==> src/rtl/hazard3_regfile_1wnr.sv <==
// rtl/hazard3_regfile_1wnr.sv - 1W/N-read register file with sequential clear walk (option macro HAZARD3_REGFILE_BYPASS_EN)
module hazard3_regfile_1wnr #(
    parameter int                N_REGS      = 16,
    parameter int                W_DATA      = 32,
    parameter int                W_ADDR      = 5,
    parameter int                N_RPORTS    = 2,
    parameter int                ZERO_X0     = 1,
    parameter logic [W_DATA-1:0] MHARTID_VAL = '0
) (
    input  logic                       clk,
    input  logic                       rst,
    output logic                       init_busy,
    input  logic [N_RPORTS-1:0]        ren,
    input  logic [N_RPORTS*W_ADDR-1:0] raddr,
    output logic [N_RPORTS*W_DATA-1:0] rdata,
    input  logic                       wen,
    input  logic [W_ADDR-1:0]          waddr,
    input  logic [W_DATA-1:0]          wdata
);

    // Array index only needs enough bits for N_REGS; upper address bits feed the range check.
    localparam int W_IDX = (N_REGS > 2) ? $clog2(N_REGS) : 1;

    typedef enum logic {
        S_INIT = 1'b0,
        S_RUN  = 1'b1
    } state_t;

    state_t                     state_q, state_d;
    logic [W_ADDR-1:0]          init_ctr_q, init_ctr_d;
    logic                       init_busy_q, init_busy_d;
    logic [N_RPORTS*W_DATA-1:0] rdata_q, rdata_d;

    // Storage deliberately has no reset so it can map onto RAM.
    logic [W_DATA-1:0] mem [N_REGS];

    logic              mem_we;
    logic [W_IDX-1:0]  mem_widx;
    logic [W_DATA-1:0] mem_wdata;
    logic              wr_accept;

    assign init_busy = init_busy_q;
    assign rdata     = rdata_q;

    // Next-state, the single RAM write port (shared by clear walk and writeback), and read muxing.
    always_comb begin
        state_d     = state_q;
        init_ctr_d  = init_ctr_q;
        init_busy_d = init_busy_q;
        rdata_d     = rdata_q;
        mem_we      = 1'b0;
        mem_widx    = init_ctr_q[W_IDX-1:0];
        mem_wdata   = '0;
        wr_accept   = 1'b0;
        if (!rst) begin
            if (state_q == S_INIT) begin
                mem_we     = 1'b1;
                mem_wdata  = (32'(init_ctr_q) == 32'd10) ? MHARTID_VAL : '0;
                init_ctr_d = init_ctr_q + W_ADDR'(1);
                rdata_d    = '0;
                if (32'(init_ctr_q) == 32'(N_REGS - 1)) begin
                    state_d     = S_RUN;
                    init_busy_d = 1'b0;
                end
            end else begin
                wr_accept = wen && (32'(waddr) < 32'(N_REGS))
                            && !((ZERO_X0 != 0) && (waddr == '0));
                mem_we    = wr_accept;
                mem_widx  = waddr[W_IDX-1:0];
                mem_wdata = wdata;
                for (int p = 0; p < N_RPORTS; p++) begin
                    if (ren[p]) begin
                        if ((32'(raddr[p*W_ADDR +: W_ADDR]) >= 32'(N_REGS))
                            || ((ZERO_X0 != 0) && (raddr[p*W_ADDR +: W_ADDR] == '0))) begin
                            rdata_d[p*W_DATA +: W_DATA] = '0;
`ifdef HAZARD3_REGFILE_BYPASS_EN
                        end else if (wr_accept && (raddr[p*W_ADDR +: W_ADDR] == waddr)) begin
                            rdata_d[p*W_DATA +: W_DATA] = wdata;
`endif
                        end else begin
                            rdata_d[p*W_DATA +: W_DATA] = mem[raddr[p*W_ADDR +: W_IDX]];
                        end
                    end
                end
            end
        end
    end

    // Control and read-data registers; reset restarts the clear walk from register 0.
    always_ff @(posedge clk) begin
        if (rst) begin
            state_q     <= S_INIT;
            init_ctr_q  <= '0;
            init_busy_q <= 1'b1;
            rdata_q     <= '0;
        end else begin
            state_q     <= state_d;
            init_ctr_q  <= init_ctr_d;
            init_busy_q <= init_busy_d;
            rdata_q     <= rdata_d;
        end
    end

    // RAM write port.
    always_ff @(posedge clk) begin
        if (mem_we) begin
            mem[mem_widx] <= mem_wdata;
        end
    end

endmodule

==> config.mk <==
export PLATFORM = sky130hd
export DESIGN_NAME = hazard3_regfile_1wnr
export DESIGN_NICKNAME = d
export VERILOG_FILES = /design/src/rtl/hazard3_regfile_1wnr.sv
export SDC_FILE = /design/constraint.sdc
export NUM_CORES = 1
export LEC_CHECK = 0
export ABC_AREA = 1
export ABC_CLOCK_PERIOD_IN_PS = 3720
export CAP_MARGIN = 30
export CELL_PAD_IN_SITES_DETAIL_PLACEMENT = 0
export CELL_PAD_IN_SITES_GLOBAL_PLACEMENT = 1
export CORE_ASPECT_RATIO = 1.25
export CORE_MARGIN = 5
export CORE_UTILIZATION = 47
export CTS_CLUSTER_SIZE = 24
export DETAILED_ROUTE_END_ITERATION = 8
export PLACE_DENSITY = 0.78
export SYNTH_ARGS = -nofsm -noshare
export SYNTH_HDL_FRONTEND = slang
export SYNTH_SLANG_ARGS = --single-unit
==> constraint.sdc <==
create_clock -name clk -period 3.72 [get_ports clk]
set_input_delay 0.744 -clock clk [delete_from_list [all_inputs] [get_ports clk]]
set_output_delay 0.744 -clock clk [all_outputs]
set_load 0.01 [all_outputs]
# [Word-level counts from Yosys, hierarchy flattened]
# Memory sizes are Yosys's and may differ from the RTL's.
# Index checks and enable logic that the tools add are counted.
[totals] reg_bits=71 ram_bits=512 inputBits=52 output_inout_bits=65 elab_cells=34 n_memories=1
[op_classes] add_sub_neg=1 magnitude_cmp=3 eq_ne=1 mux=12 bitwise=1 n_reduce_logical=10
[mem_list] memory="mem" words=16 word_bits=32 read_ports=2 rd_clocked_by_memory_dff=0 wr=1 line="35" source="logic [W_DATA-1:0] mem [N_REGS];"
[ops] operator="$mux W32" n=4
[ops] operator="$logic_not A5 Y1" n=3
[ops] operator="$ge A5 B5 Y1 const B" n=2
[ops] operator="$mux W4" n=2
[ops] operator="$mux W1" n=6
[ops] operator="$add A5 B1 Y5 const B" n=1
[ops] operator="$eq A5 B4 Y1 const B" n=1
[ops] operator="$lt A5 B5 Y1 const B" n=1
[ops] operator="$logic_and A1 B1 Y1" n=2
[ops] operator="$logic_or A1 B1 Y1" n=2
[ops] operator="$reduce_and A2 Y1" n=1
[ops] operator="$reduce_or A2 Y1" n=1
[ops] operator="$logic_not A1 Y1" n=1
[ops] operator="$not A1 Y1" n=1

# [Longest topological paths before layout]
# Gate-level depths: netlist of the first run.
[depth] word_depth=7 ltp_mapped=13 ltp_nobuf=10

# [Worst setup path after synthesis of the first run]
# OpenSTA, ideal clock, no wires.
[synth_timing] path_kind="input to register" startpoint="in rst" endpoint="mem mem[0][0], enable pin" setup_time_ns=0.421 arrival_ns=2.789 required_time_ns=3.299 setup_slack_ns=0.510 stages=5 n_path_buf=0 cell_sequence="inv_1 nand2_1 o21ai_0 nand3_1 nor2_1"
[synth_between] elab_chain_cells=3 elab_cells_between_ends=4 classes_between="4 x mux"
[synth_lines] item="from (decl)" line="11" source="input logic rst,"
[synth_lines] item="$mux W1" line="55" source="if (!rst) begin"
[synth_lines] item="$mux W1" line="106" source="if (mem_we) begin"
[synth_lines] item="$mux W1 (implied by the code)" line="107" source="mem[mem_widx] <= mem_wdata;"
[synth_lines] item="to (decl)" line="35"
# Several ways; a longest one is shown, not always the timed one.

# [Worst setup path after layout of the first run]
[layout_timing] startpoint="reg state_q" endpoint="mem mem[1][18], enable pin"
[layout_between] elab_chain_cells=4 elab_cells_between_ends=6 classes_between="6 x mux"
[layout_lines] item="from (decl)" line="29" source="state_t state_q, state_d;"
[layout_lines] item="from (signal assigned)" line="97" source="state_q <= state_d;"
[layout_lines] item="$mux W1" line="56" source="if (state_q == S_INIT) begin"
[layout_lines] item="$mux W1" line="55"
[layout_lines] item="$mux W1" line="106"
[layout_lines] item="$mux W1 (implied by the code)" line="107"
# Several ways; a longest one is shown, not always the timed one.

==> results of run 1 <==
==> cell usage in the layout (no fill, tap or decap), drive strengths merged, types with 2 or more instances in the layout <==
cell,count
nor3,4
a311oi,2
clkinv,22
dfxtp,71
a21oi,68
nand2,1579
clkbuf,78
ha,2
buf,129
clkdlybuf4s50,107
nor2,56
edfxtp,512
nand3,708
inv,597
o21ai,8
bufinv,6
clkinvlp,6
==> final timing paths <==
kind | from | end | cells after the start
max | state_q | mem[1][18] | 5
min | rst | init_busy | 3
max reg2reg | state_q | mem[1][18] | 5
min reg2reg | rdata[48] | rdata[48] | 2
==> critical path: cells and delay by family, from the launching register on <==
kind                   cells  cell delay, ps
buffers and inverters      1             400
AO/OA/AOI/OAI              1             720
AND/OR/NAND/NOR            3             800
flip-flops                 1             560
==> cell families (layout without fill, tap and decap cells) <==
logic type | count (synthesis) | after routing | synth area share [%]
flip-flops | 583 | 583 | 55.04
AO/OA/AOI/OAI | 79 | 79 | 1.365
AND/OR/NAND/NOR | 2350 | 2350 | 31.88
adder cells (fa/ha/maj) | 2 | 2 | 0.08198
buffers and inverters | 828 | 945 | 11.64
==> sequential cells by signal, summed over array words and instances, names as in the netlist <==
signal and flops:
init_busy 1, init_ctr_q 5, mem 512, rdata 64
state_q 1
==> where the power goes <==
group / total [mW] / internal (mW) / switching [mW]
Combinational: 1.47 / 0.437 / 1.03
Clock: 6.10 / 3.52 / 2.58
Sequential: 7.10 / 7.09 / 0.0150
==> layout make-up <==
class                   count  area share (%)
clock buffers              76           4.720
clock inverters            34          0.9274
inverters                 597           6.510
multi-input cells        2431           29.72
flip-flops and latches    583           48.26
well taps                 848           3.048
repair buffers            238           6.822
==> through the flow <==
step / std cells / cell area, um2 / util [%] / worst slack, ps / hold slack [ps]
4_1_cts: 4806 / 34800 / 54.03 / 934.7 / 357.4
2_1_floorplan: 3842 / 30520 / - / 510.3 / 478.3
3_3_place_gp: 4692 / 32790 / 50.91 / 333.2 / 449.4
6_report: 4807 / 34810 / 54.04 / 831.5 / 401.7
5_1_grt: 4807 / 34810 / 54.04 / 788.5 / 404.9
3_5_place_dp: 4696 / 32840 / 50.98 / 329.1 / 456.0
==> per-layer routing <==
layer | routed length, um | GRT usage (%) | vias up
met3 | 6738 | 3.304 | 149
met1 | 42180 | 38.76 | 12040
met2 | 48230 | 47.66 | 1006
met4 | 3018 | 8.478 | 0
li1 | - | - | 12260
met5 | 0 | 0 | -
==> summary.txt, run 1 <==
CTS
  • Clock root buffer: clkbuf_16
  • TritonCTS clock tree: done
  • Reg clk slew, reported paths: 70 ps
  • Hold-fix buffers, CTS: 0
  • Clk sinks: 583
  • Setup Buffers After CTS: 0
  • Num CTS Buffers: 61
  • H-tree Lvls: 2
  • Buffers from clock root to sink, at most: 3
  • Clock Latency Late Sink: 630 ps
  • Gates resized, CTS repair: 0

Route
  • Via count: 25460
  • DRC violations left: 0
  • TritonRoute pass-1 iters: 6
  • DRT iter0 DRCs: 2256
  • Post-DRT Antenna Nets: 0
  • Drt wl/cell: 20.84 um
  • Total wire length: 100.2 mm
  • Vias per cell: 5.296

Finish
  • Number of fill cells: 6094
  • Register area: 16800 um2
  • Fin nets: 3966
  • Multi-input gate area: 10340 um2
  • Ant. Diodes: 0
  • Layout cell share with drive strength beyond 1: 6.416%
  • P&R area growth vs syn: 14.06%

Floorplanning
  • Initial Util: 47.38%
  • Die area: 70160 um2
  • Die Span Y: 294.9 um
  • Die span in x: 237.9 um
  • Num rows: 104
  • Ports: 117
  • Total core area: 64410 um2

Power and ir drop
  • Peak supply drop: 0.3650 mV
  • Final total power: 14.67 mW
  • Leakage: 15.87 nW
  • Power per cell area: 421.5 nW/um2

Critical path
  • CP arrival: 3150 ps
  • CP endpoint kind: register
  • Slowest cell on the critical path: o21ai_0
  • Flop-to-flop setup slack: 830 ps
  • Worst path required time: 3980 ps
  • Worst Setup Path Type: reg2reg
  • CP max FO: 18
  • Ordered list of cells on the worst path: nand2_4 -> o21ai_0 -> nand2_1 -> nor2_4 -> buf_4
  • Worst stage delay on the critical path: 720 ps
  • Startpoint types: register

Timing
  • Period utilization: 77.65%
  • Worst Tran Pin Value: 986.7 ps
  • Rel. slew slack: 33.97%
  • Max-slew violations: 0
  • Unrepaired setup endpoints after global routing: no
  • Endpoints failing setup: 0
  • Highest Clock Rate: 0.3462 GHz
  • Clock skew: 28.93 ps
  • Minimum clock period: 2888 ps
  • Setup TNS: 0 ps
  • Final Hold Violating Endpoints: 0

Synth
  • Mapped cell area: 30520 um2
  • Async S/R FF share, synth: 0%
  • Sequential area share after synthesis: 55.04%
  • Post-synthesis register bit count: 583
  • Commonest register cell after synthesis: edfxtp_1
  • Most common cell in the synthesized netlist: nand2_1
  • Cell taking the most area after synthesis: edfxtp_1
  • Mapped Cells: 3842
  • Yosys cell types: 23
  • Syn Nets: 3896
  • Synth top area cells: edfxtp_1, nand2_1, nand3_1
  • Synth top cells by count: nand2_1, nand3_1, inv_1
  • Yosys warnings: 0
  • Number of flops mapped to enable cells by yosys: 512
  • Syn avg cell area: 7.943 um2
  • Yosys top cell area share: 50.38%

Placement
  • DP HPWL: 60.49 mm
  • Port Buffer Count: 116
  • Gp weighted congestion: 0.8416

Flow run
  • MaxCap Viol Count: 0

GRT
  • Total GRT Usage: 28.29%
  • Vias in the first global route: 24750
  • First-pass GRT wire length: 152.2 mm
  • Total grt overflow: 0
  • Initial antenna violation count: 1
  • Largest net degree at the start of global routing: 163

Status
  • Status: complete, no violations

Hold path
  • Min-Delay Path Class: in2reg
Power figures use the tool's default switching activity.
==> inputs of run 2 (changes only) <==
Settings changed: ABC_CLOCK_PERIOD_IN_PS 3720 to 2600, CORE_UTILIZATION 47 to 42, PLACE_DENSITY 0.78 to 0.74.
Clock period 3.72 ns to 2.6 ns, I/O delays scaled along.
==> summary.txt, run 2 (synthesized netlist as in run 1, its figures left out) <==
Timing
  • Rel. slew slack: 31.99% (-2.0 points)
  • Clock skew: 24.25 ps (-4.682 ps)
  • Unrepaired setup endpoints after global routing: no
  • Setup TNS: 0 ps (unchanged)
  • Max-slew violations: 0 (unchanged)
  • PnR worst setup slack: 380.0 ps (-451.5 ps)
  • Worst Tran Pin Value: 1016 ps (+29.68 ps)
  • Period utilization: 85.38%
  • Final Hold Violating Endpoints: 0 (unchanged)
  • Minimum clock period: 2220 ps
  • Endpoints failing setup: 0 (unchanged)
  • Highest Clock Rate: 0.4504 GHz

Power and ir drop
  • Power per cell area: 594.1 nW/um2 (+41%)
  • Final total power: 21.20 mW (+44%)
  • Peak supply drop: 0.4728 mV (+30%)
  • Leakage: 16.15 nW (+1.8%)

CTS
  • Clk sinks: 583 (unchanged)
  • Num CTS Buffers: 59 (-3.3%)
  • Hold-fix buffers, CTS: 0 (unchanged)
  • Buffers from clock root to sink, at most: 3 (unchanged)
  • Reg clk slew, reported paths: 60 ps (about the same)
  • H-tree Lvls: 2 (unchanged)
  • Clock root buffer: clkbuf_16
  • Clock Latency Late Sink: 640 ps (about the same)
  • Gates resized, CTS repair: 0 (unchanged)
  • Setup Buffers After CTS: 0 (unchanged)
  • TritonCTS clock tree: done

Critical path
  • CP max FO: 2 (-16)
  • Ordered list of cells on the worst path: clkdlybuf4s50_1
  • Buffers & Inverters on Critical Path: 1 (unchanged)
  • Worst Setup Path Type: reg2out
  • Startpoint types: register
  • Worst stage delay on the critical path: 590 ps (-130 ps)
  • Worst path required time: 2080 ps (-1900 ps)
  • CP endpoint kind: output pin
  • CP arrival: 1700 ps (-1450 ps)
  • Slowest cell on the critical path: clkdlybuf4s50_1
  • Worst path top cell family by delay: buffers and inverters

Finish
  • Ant. Diodes: 0 (unchanged)
  • Largest register FFs: 512 (unchanged)
  • Layout cell share with drive strength beyond 1: 7.044% (+0.63 points)
  • Number of fill cells: 7051 (+16%)
  • Most frequent cells in the layout: nand2_1, nand3_1, inv_1, edfxtp_1, clkdlybuf4s50_1
  • Commonest non-fill, non-tap cell in the layout: nand2_1
  • Register area: 16800 um2 (unchanged)
  • Fin nets: 3994 (+0.71%)
  • Multi-input gate area: 10340 um2 (unchanged)
  • Final Instance Area: 35680 um2 (+2.5%)
  • P&R area growth vs syn: 16.92%
  • Reg with most FFs: mem
  • Final Util: 49.48% (-4.6 points)

Route
  • Drt wl/cell: 20.76 um (-0.36%)
  • DRC violations left: 0 (unchanged)
  • Total wire length: 102.6 mm (+2.4%)
  • Vias per cell: 5.135 (-3.0%)
  • TritonRoute pass-1 iters: 6 (unchanged)
  • Via count: 25370 (-0.34%)
  • DRT iter0 DRCs: 2461 (+9.1%)
  • Post-DRT Antenna Nets: 0 (unchanged)

Floorplanning
  • Initial Util: 42.32% (-5.1 points)
  • Die span in x: 251.1 um (+5.5%)
  • Die area: 78190 um2 (+11%)
  • Num rows: 110 (+5.8%)
  • Ports: 117 (unchanged)
  • Die Span Y: 311.4 um (+5.6%)
  • Total core area: 72120 um2 (+12%)

Placement
  • Port Buffer Count: 116 (unchanged)
  • Gp weighted congestion: 0.8303 (-1.3%)
  • DP HPWL: 65.91 mm (+9.0%)
  • Pre-CTS setup slack: 94.26 ps (-234.8 ps)
  • Cell Area, Placed: 33670 um2 (+2.5%)

Flow run
  • MaxCap Viol Count: 0 (unchanged)

GRT
  • Vias in the first global route: 24730 (-0.073%)
  • Largest net degree at the start of global routing: 91 (-44%)
  • Total GRT Usage: 25.65% (-2.6 points)
  • Total grt overflow: 0 (unchanged)
  • First-pass GRT wire length: 154.3 mm (+1.4%)
  • Initial antenna violation count: 0 (-1)

Status
  • Status: complete, no violations

Hold path
  • Min-Delay Path Class: in2reg
[run 2: metrics by stage]
stage / hold WS (ps) / std cells
floorplan: 478.3 / 3842
global route: 318.8 / 4941
global placement: 453.5 / 4819
finish: 315.4 / 4941
CTS: 284.3 / 4939
detailed placement: 454.7 / 4829
[run 2: final timing paths]
path	cells past startpoint	slack (ps)	endpoint	start
worst min-delay path	3	320	init_busy	rst
worst max-delay path	1	380	rdata[2]	rdata[2]
worst min register to register	2	460	rdata[11]	rdata[11]
worst max register to register	8	480	mem[14][18]	state_q
[run 2: final cells by class]
class                           count  area share, %
Clock inverter                     37          1.203
Sequential cell                   583          47.07
Inverter                          597          6.350
Timing Repair Buffer              268          8.647
Multi-Input combinational cell   2431          28.99
Clock buffer                       73          4.401
Tap cell                          952          3.338
[run 2: power by group]
group	internal (mW)	switching, mW
Sequential	10.1	0.0263
Combinational	0.691	1.47
Clock	5.17	3.71
[run 2: layer usage]
metal | routed length (um) | global-route usage [%] | vias up
met5 | 0 | 0 | -
met3 | 6257 | 2.819 | 188
met1 | 42980 | 34.34 | 11950
met2 | 49910 | 43.85 | 917
met4 | 3427 | 8.251 | 0
li1 | - | - | 12320
==> inputs of run 3 (changes only) <==
Settings changed: CORE_MARGIN 5 to 1.5, SLEW_MARGIN from default to 20.
==> summary.txt, run 3 (synthesized netlist as in run 1, its figures left out) <==
Timing
  • Unrepaired setup endpoints after global routing: no
  • Period utilization: 87.96% (+2.6 points)
  • Hold WS: 204.1 ps (-111.2 ps)
  • Minimum clock period: 2287 ps (+66.97 ps)
  • Final Hold Violating Endpoints: 0 (unchanged)
  • PnR worst setup slack: 313.0 ps (-66.97 ps)
  • Worst Tran Pin Value: 739.5 ps (-276.9 ps)
  • Highest Clock Rate: 0.4373 GHz (-2.9%)
  • Endpoints failing setup: 0 (unchanged)
  • Clock skew: 16.84 ps (-7.407 ps)
  • Max-slew violations: 0 (unchanged)
  • Rel. slew slack: 50.64% (+19 points)

Route
  • DRT iter0 DRCs: 2181 (-11%)
  • TritonRoute pass-1 iters: 6 (unchanged)
  • DRC violations left: 0 (unchanged)
  • Via count: 25520 (+0.58%)
  • Drt wl/cell: 20.71 um (-0.24%)
  • Total wire length: 102.3 mm (-0.30%)
  • Post-DRT Antenna Nets: 0 (unchanged)
  • Vias per cell: 5.167 (+0.64%)

Critical path
  • CP arrival: 1770 ps (+70 ps)
  • R2R Path End: mem[4][9]
  • Startpoint types: register
  • FF-to-FF path depth: 6 (-2)
  • Reg2reg start: state_q
  • CP max FO: 2 (unchanged)
  • CP endpoint kind: output pin
  • Slowest cell on the critical path: clkdlybuf4s50_1
  • Worst path top cell family by delay: buffers and inverters
  • Buffers & Inverters on Critical Path: 1 (unchanged)
  • Crit path to: rdata[63]
  • Flop-to-flop setup slack: 530 ps (+50 ps)
  • Ordered list of cells on the worst path: clkdlybuf4s50_1
  • CP Launch Point: rdata[63]
  • Worst path required time: 2080 ps (about the same)
  • Worst Setup Path Type: reg2out
  • Critical path depth: 1 (unchanged)
  • Worst stage delay on the critical path: 630 ps (+40 ps)

CTS
  • TritonCTS clock tree: done
  • Clock root buffer: clkbuf_16
  • Hold-fix buffers, CTS: 0 (unchanged)
  • Num CTS Buffers: 61 (+3.4%)
  • Clock Latency Late Sink: 640 ps (about the same)
  • Setup Buffers After CTS: 0 (unchanged)
  • Gates resized, CTS repair: 0 (unchanged)
  • Reg clk slew, reported paths: 60 ps (about the same)
  • Buffers from clock root to sink, at most: 3 (unchanged)
  • H-tree Lvls: 2 (unchanged)
  • Clk sinks: 583 (unchanged)

Flow run
  • MaxCap Viol Count: 0 (unchanged)

Floorplanning
  • Die Span Y: 304.4 um (-2.2%)
  • Die span in x: 244.1 um (-2.8%)
  • Total core area: 71980 um2 (-0.19%)
  • Num rows: 110 (unchanged)
  • Initial Util: 42.40% (+0.081 points)
  • Die area: 74300 um2 (-5.0%)
  • Ports: 117 (unchanged)

GRT
  • Initial antenna violation count: 0 (unchanged)
  • Vias in the first global route: 25020 (+1.2%)
  • Largest net degree at the start of global routing: 111 (+22%)
  • Total GRT Usage: 27.65% (+2.0 points)
  • First-pass GRT wire length: 154.7 mm (+0.29%)
  • Total grt overflow: 0 (unchanged)

Power and ir drop
  • Power per cell area: 599.3 nW/um2 (+0.87%)
  • Leakage: 16.15 nW (about the same)
  • Peak supply drop: 0.5394 mV (+14%)

Placement
  • Dpl cells: 4821 (-0.17%)
  • Cell Area, Placed: 33630 um2 (-0.13%)
  • Pre-CTS setup slack: 27.42 ps (-66.85 ps)
  • Gp weighted congestion: 0.8217 (-1.0%)
  • DP HPWL: 63.66 mm (-3.4%)
  • Port Buffer Count: 116 (unchanged)

Finish
  • P&R area growth vs syn: 16.94% (about the same)
  • Fin nets: 3987 (-0.18%)
  • Layout Cells excl Fill: 4938 (-0.061%)
  • Largest register FFs: 512 (unchanged)
  • Final Util: 49.58% (+0.10 points)
  • Most frequent cells in the layout: nand2_1, nand3_1, inv_1, edfxtp_1, clkdlybuf4s50_1
  • Layout cell share with drive strength beyond 1: 7.125% (+0.081 points)
  • Number of fill cells: 6868 (-2.6%)
  • Reg with most FFs: mem
  • Commonest non-fill, non-tap cell in the layout: nand2_1
  • Ant. Diodes: 0 (unchanged)
  • Final Instance Area: 35690 um2 (about the same)

Status
  • Status: complete, no violations

Hold path
  • Min-Delay Path Depth: 3 (unchanged)
  • Min-Delay Path Class: in2reg
run 3: cell types whose count changed in the layout (fill, tap and decap cells not counted), sizes merged:
| cell | previous run | this run |
|---|---|---|
| clkbuf | 75 | 80 |
| bufinv | 9 | 7 |
| buf | 159 | 150 |
| clkinv | 22 | 26 |
| clkinvlp | 5 | 4 |
run 3: worst min-delay path by stage:
stage             startpoint  slack, ps             to
3_3_place_gp       rdata[33]        450      rdata[33]
6_report                 rst        200      init_busy
3_5_place_dp       rdata[51]        450      rdata[51]
4_1_cts                  rst        180      init_busy
5_1_grt                  rst        210      init_busy
2_1_floorplan  init_ctr_q[1]        480  init_ctr_q[1]
run 3: final cells by class:
class,instances,area [um2],area share [%]
well taps,952,1191,3.338
inverters,597,2266,6.349
repair buffers,259,3028,8.484
clock buffers,78,1673,4.687
multi-input cells,2431,10350,29.01
flip-flops and latches,583,16800,47.07
clock inverters,38,379.1,1.062
run 3: metrics by stage:
step | setup TNS, ps | total power, mW
finish | 0 | 21.39
global route | 0 | 22.04
CTS | 0 | 21.50
detailed placement | 0 | 12.53
global placement | 0 | 12.52
floorplan | -171770 | 11.70
run 3: power breakdown:
| part | switching [mW] | internal, mW | total [mW] |
|---|---|---|---|
| registers | 0.0226 | 10.1 | 10.2 |
| logic | 1.47 | 0.689 | 2.16 |
| clock network | 3.83 | 5.23 | 9.06 |
run 3: tightest hold or removal path, cell delays in order:
cell     delay, ps
buf_2          110
inv_1          100
nand2_1         80
run 3: layer usage:
| layer | track usage (%) | part of all wire, % | vias to the layer above |
|---|---|---|---|
| li1 | - | - | 12300 |
| met1 | 35.79 | 41 | 12110 |
| met2 | 47.64 | 50 | 914 |
| met3 | 3.193 | 6.0 | 189 |
| met4 | 9.805 | 3.4 | 0 |
| met5 | 0 | 0 | - |
